File: src/rtl/rv32i_types.sv
// Shared RV32I types: L2 physical-memory adaptor state, line and beat widths.
package rv32i_types;

    localparam int LINE_BITS = 256;
    localparam int BEAT_BITS = 64;
    localparam int BEATS     = LINE_BITS / BEAT_BITS;
    localparam int CNT_BITS  = $clog2(BEATS);

    typedef logic [LINE_BITS-1:0] cacheline_t;
    typedef logic [BEAT_BITS-1:0] beat_t;
    typedef logic [CNT_BITS-1:0]  beat_idx_t;

    typedef enum logic [1:0] {
        IDLE,
        RD_BURST,
        WR_BURST,
        RESP
    } pmem_state_e;

endpackage

File: src/rtl/l2_line_buffer.sv
// Cacheline register with full-line load and beat-indexed write/read slices.
module l2_line_buffer
    import rv32i_types::*;
(
    input  logic       clk,
    input  logic       rst,
    input  logic       load_i,
    input  cacheline_t line_i,
    input  logic       beat_we_i,
    input  beat_idx_t  idx_i,
    input  beat_t      beat_i,
    output cacheline_t line_o,
    output beat_t      beat_o
);

    cacheline_t line_q;

    always_ff @(posedge clk) begin
        if (!rst) begin
            line_q <= '0;
        end else if (load_i) begin
            line_q <= line_i;
        end else if (beat_we_i) begin
            line_q[idx_i*BEAT_BITS +: BEAT_BITS] <= beat_i;
        end
    end

    assign line_o = line_q;
    assign beat_o = line_q[idx_i*BEAT_BITS +: BEAT_BITS];

endmodule

File: src/rtl/l2_pmem_adaptor.sv
// L2 pmem handshake to 4-beat 64-bit burst bus; line read/write adaptor.
// Optional watchdog abort with sticky pmem_err: define L2_PMEM_TIMEOUT_EN.
module l2_pmem_adaptor
    import rv32i_types::*;
#(
    parameter int unsigned TIMEOUT_CYCLES = 1024
) (
    input  logic        clk,
    input  logic        rst,
    input  logic        pmem_read,
    input  logic        pmem_write,
    input  logic [31:0] pmem_address,
    input  cacheline_t  pmem_wdata,
    output cacheline_t  pmem_rdata,
    output logic        pmem_resp,
    output logic [31:0] burst_address,
    output logic        burst_read,
    output logic        burst_write,
    output beat_t       burst_wdata,
    input  beat_t       burst_rdata,
    input  logic        burst_resp,
    output logic        pmem_err
);

    localparam beat_idx_t LAST = beat_idx_t'(BEATS - 1);

    pmem_state_e state_q;
    beat_idx_t   cnt_q;
    logic        resp_q;
    logic        rd_q;
    logic        wr_q;
    logic [31:0] addr_q;
    cacheline_t  rdata_q;

    logic        accept;
    logic        buf_we;
    logic        timeout;
    cacheline_t  buf_src;
    cacheline_t  buf_line;
    cacheline_t  merged;
    beat_t       buf_beat;

    assign accept  = (state_q == IDLE) && (pmem_write || pmem_read);
    assign buf_we  = (state_q == RD_BURST) && burst_resp;
    // Reads start from the last delivered line so aborted slices keep it.
    assign buf_src = pmem_write ? pmem_wdata : rdata_q;

    l2_line_buffer u_buf (
        .clk       (clk),
        .rst       (rst),
        .load_i    (accept),
        .line_i    (buf_src),
        .beat_we_i (buf_we),
        .idx_i     (cnt_q),
        .beat_i    (burst_rdata),
        .line_o    (buf_line),
        .beat_o    (buf_beat)
    );

    always_comb begin
        merged = buf_line;
        if (burst_resp) begin
            merged[cnt_q*BEAT_BITS +: BEAT_BITS] = burst_rdata;
        end
    end

`ifdef L2_PMEM_TIMEOUT_EN
    localparam int WD_BITS = $clog2(TIMEOUT_CYCLES + 1);
    localparam logic [WD_BITS-1:0] WD_LAST =
        WD_BITS'(TIMEOUT_CYCLES - 1);

    logic [WD_BITS-1:0] wd_q;
    logic               err_q;
    logic               in_burst;

    assign in_burst = (state_q == RD_BURST) ||
                      (state_q == WR_BURST);
    assign timeout  = in_burst && !burst_resp &&
                      (wd_q == WD_LAST);

    always_ff @(posedge clk) begin
        if (!rst) begin
            wd_q  <= '0;
            err_q <= 1'b0;
        end else begin
            if (!in_burst || burst_resp) begin
                wd_q <= '0;
            end else if (!timeout) begin
                wd_q <= wd_q + 1'b1;
            end
            if (timeout) begin
                err_q <= 1'b1;
            end
        end
    end

    assign pmem_err = err_q;
`else
    assign timeout  = 1'b0;
    assign pmem_err = 1'b0;
`endif

    always_ff @(posedge clk) begin
        if (!rst) begin
            state_q <= IDLE;
            cnt_q   <= '0;
            resp_q  <= 1'b0;
            rd_q    <= 1'b0;
            wr_q    <= 1'b0;
            addr_q  <= '0;
            rdata_q <= '0;
        end else begin
            resp_q <= 1'b0;
            unique case (state_q)
                IDLE: begin
                    if (pmem_write) begin
                        addr_q  <= {pmem_address[31:5], 5'b0};
                        wr_q    <= 1'b1;
                        state_q <= WR_BURST;
                    end else if (pmem_read) begin
                        addr_q  <= {pmem_address[31:5], 5'b0};
                        rd_q    <= 1'b1;
                        state_q <= RD_BURST;
                    end
                end
                RD_BURST: begin
                    if (burst_resp) begin
                        if (cnt_q == LAST) begin
                            rd_q    <= 1'b0;
                            resp_q  <= 1'b1;
                            rdata_q <= merged;
                            state_q <= RESP;
                        end else begin
                            cnt_q <= cnt_q + 1'b1;
                        end
                    end else if (timeout) begin
                        rd_q    <= 1'b0;
                        resp_q  <= 1'b1;
                        rdata_q <= merged;
                        state_q <= RESP;
                    end
                end
                WR_BURST: begin
                    if (burst_resp) begin
                        if (cnt_q == LAST) begin
                            wr_q    <= 1'b0;
                            resp_q  <= 1'b1;
                            state_q <= RESP;
                        end else begin
                            cnt_q <= cnt_q + 1'b1;
                        end
                    end else if (timeout) begin
                        wr_q    <= 1'b0;
                        resp_q  <= 1'b1;
                        state_q <= RESP;
                    end
                end
                RESP: begin
                    cnt_q   <= '0;
                    state_q <= IDLE;
                end
                default: state_q <= IDLE;
            endcase
        end
    end

    assign pmem_rdata    = rdata_q;
    assign pmem_resp     = resp_q;
    assign burst_address = addr_q;
    assign burst_read    = rd_q;
    assign burst_write   = wr_q;
    assign burst_wdata   = buf_beat;

endmodule

File: config.mk
export PLATFORM = sky130hd
export DESIGN_NAME = l2_pmem_adaptor
export DESIGN_NICKNAME = d
export VERILOG_FILES = /design/src/rtl/rv32i_types.sv /design/src/rtl/l2_line_buffer.sv /design/src/rtl/l2_pmem_adaptor.sv
export SDC_FILE = /design/constraint.sdc
export NUM_CORES = 2
export LEC_CHECK = 0
export BUFFER_PORTS_ARGS = -buffer_cell sky130_fd_sc_hd__buf_2
export CORE_AREA = 5 5 272 274
export DETAILED_ROUTE_END_ITERATION = 6
export DIE_AREA = 0 0 277 279
export PLACE_DENSITY_LB_ADDON = 0.3
export SLEW_MARGIN = 15
export SYNTH_ARGS = -nofsm -noshare
export SYNTH_HDL_FRONTEND = slang
export SYNTH_SLANG_ARGS = --single-unit
File: constraint.sdc
create_clock -name clk -period 7.2 [get_ports clk]
set_clock_uncertainty 0.15 [all_clocks]
set_input_delay 1.08 -clock clk [delete_from_list [all_inputs] [get_ports clk]]
set_output_delay 1.08 -clock clk [all_outputs]
set_load 0.01 [all_outputs]
==> results_dict.tcl <==
set metrics [dict create \
    syn_area_um2 26300 \
    clockBufferDepth 3 \
    rrSetupSlack_ns 2.74 \
    async_reset_ff_share_pct 0 \
    drtIter0Drc 3101 \
    min_period_ns 4.58 \
    synth-edff-count 0 \
    clkLatencyLatePin_ns 0.62 \
    dp_hpwl_um 71900 \
    worstPathRequired_ns 5.97 \
    powerDensity_nw_per_um2 298 \
    critPathBufInv 2 \
    cts.repair.resized 0 \
    cts_hold_buf 0 \
    rr_startpoint "cnt_q[0]" \
    cts-root-buf "clkbuf_16" \
    slew_headroom_pct 18.5 \
    fin_crit_sh_pct 63.6 \
    top_layer "met5" \
    outcome "finished, violations left" \
    hold_depth 2 \
    crit_path_max_fanout 43 \
    crit_type "flop to output pin" \
    cp-end-kind "output pin" \
    final_layout_size_suffix_gt1_share_pct 26.4 \
    synth-seq-area-share_pct 41.6 \
    crit_chain "buf_4, mux4_2, buf_2" \
    cts_setup_buffers 0 \
    fin_hold_ws_ns 0.304 \
    fin_setup_tns_ns 0 \
    gp_congestion 0.881 \
    slowest_stage "buf_4" \
    die-area_um2 77300 \
    cp_top_family "buffers and inverters" \
    finalNetCount 3849 \
    hold_end "burst_address[13]" \
    synth.avg_cell_area_um2 8.74 \
    tightest_slew_ns 1.22 \
    drv_slew 0 \
    syn_inst 3008 \
    hp-start "burst_address[13]" \
    htreeDepth 2 \
    coreArea_um2 71100 \
    rsz0062_at_grt "false" \
    grt.overflow.total 0 \
    wl_met3_um 11500 \
    violations "DRC" \
    vias 27700 \
    layout_commonest_cell "buf_2" \
    syn2layout_area_growth_pct 22.2 \
    wl_met1_um 46400 \
    cp.arrival_ns 3.35 \
    portBuffers 701 \
    drc 4 \
    cts_tree "yes" \
    num_io_pins 713 \
    grt_pass1_wl_um 172000 \
    route.met2.wl_um 53100 \
    totalWireLength_um 117000 \
    grt_start_max_net_pins 163 \
    start_util_pct 37.0 \
    postRouteAntennaNets 0 \
    hold_viol_final 0 \
    cap_violations 0 \
    cpPeakStageDelay_ns 0.94 \
    vdd_drop_max_mv 0.284 \
    grtUsageTotal_pct 28.2 \
    startpoint_type "flop" \
    yosysWarnings 0 \
    layout_common_cells "698 x buf_2, 544 x dfxtp_1, 377 x nor2_1" \
    cts.clk_slew.worst_paths_ns 0.07 \
    setup_violations 0 \
    antenna_found_initial 14 \
    numCtsBuffers 60 \
    clock-sinks 546 \
    fp.dieH_um 279 \
    first_global_vias 26500 \
    first_pass_iters 7 \
    routedWlPerCell_um 26.1 \
    synth_cell_types 41 \
    filler_cell_count 7121 \
    num_rows 98 \
    rr_worst_depth 6 \
    vias_per_cell 6.17 \
    ys_ff_latch 546 \
    p_leak_nw 14.0 \
    worstHoldPathType "flop to flop" \
    max_freq_mhz 218 \
    r2r-end "pmem_rdata[17]" \
    ys.flop_type "dfxtp_1" \
    dieWidth_um 277 \
]
-- cell families (layout without fill, tap and decap cells) --
logic type,count (synthesis),count (layout),share of synthesized area [%]
compound gates,1069,1069,29.0
simple gates,967,967,17.8
flops,546,546,41.6
buf+inv,349,867,5.59
mux,66,66,5.56
fa+ha+maj,10,10,0.476
other cells,1,14,0.0143
-- worst max-delay path by stage --
| stage | start | endpoint | slack, ns | depth (start not counted) |
|---|---|---|---|---|
| floorplan | cnt_q[1] | u_buf.line_o[113] | 4.28 | 11 |
| global placement | pmem_read | u_buf.line_o[64] | 2.56 | 6 |
| detailed placement | pmem_read | u_buf.line_o[15] | 2.57 | 6 |
| CTS | cnt_q[0] | burst_wdata[48] | 2.56 | 3 |
| global route | cnt_q[0] | pmem_rdata[76] | 2.38 | 6 |
| finish | cnt_q[0] | burst_wdata[7] | 2.62 | 3 |
-- tightest hold or removal path: cells and delay by family, from the launching register on --
kind,cells,cell delay [ns]
DFF,1,0.31
and+or+nand+nor,1,0.05
AOI/OAI and AO/OA,1,0.05
-- cells in the mapped netlist, types with 2 or more instances --
master    instances  area share, %
a22o_1          114            3.8
buf_4            16           0.46
a21oi_1         288            5.5
dfxtp_1         546             42
and4_1            2          0.067
a221o_1         256            9.7
a31oi_1           2          0.048
nor2b_1           3          0.071
ha_1             10           0.48
nor2_1          377            5.4
nand3b_1        256            7.3
buf_6             3           0.13
inv_1             8           0.11
a221oi_1        142            4.7
inv_2             3          0.043
clkbuf_1        226            3.2
o21ai_0         260            4.9
nand2_1         314            4.5
buf_2            62            1.2
and2_1            2          0.048
buf_1            31           0.44
mux2i_1           2          0.076
mux4_2           64            5.5
nand3_1           3          0.057
nor4bb_1          2          0.076
-- registers in the layout (all words and copies together), names as in the netlist --
name / flops
cnt_q: 2
burst_write: 1
u_buf.line_o: 256
burst_address: 27
pmem_resp: 1
burst_read: 1
pmem_rdata: 256
state_q: 2
-- area by class of cell --
cell class	instances	area, um^2	share of cell area [%]
inverter	11	41.3	0.129
sequential	546	10900	34.0
antenna	8	20.0	0.0623
timing repair buffer	745	3910	12.2
clock inverter	28	312	0.970
tap	950	1190	3.70
clock buffer	83	1700	5.29
multi-input combinational	2118	14000	43.6
-- routing by layer --
layer  vias to the layer above  track usage, %
met2                      1712            44.6
li1                      12200               -
met3                       359            6.31
met5                         -               0
met4                        10            12.9
met1                     13400            36.9
-- power breakdown --
group	internal, mW	switching, mW
sequential	3.36	0.320
combinational	0.993	1.70
clock	1.86	1.34
-- metrics by stage --
step	util [%]	instances	cell area [um^2]	worst slack, ns	total power [mW]
after detailed placement	42.3	4370	30100	2.57	6.38
after global routing	45.2	4488	32100	2.38	9.91
after floorplan	-	3013	26300	4.28	5.31
final	45.2	4489	32100	2.62	9.57
after CTS	45.2	4481	32100	2.56	9.57
after global placement	42.3	4370	30100	2.56	6.35
Power figures use the tool's default switching activity.
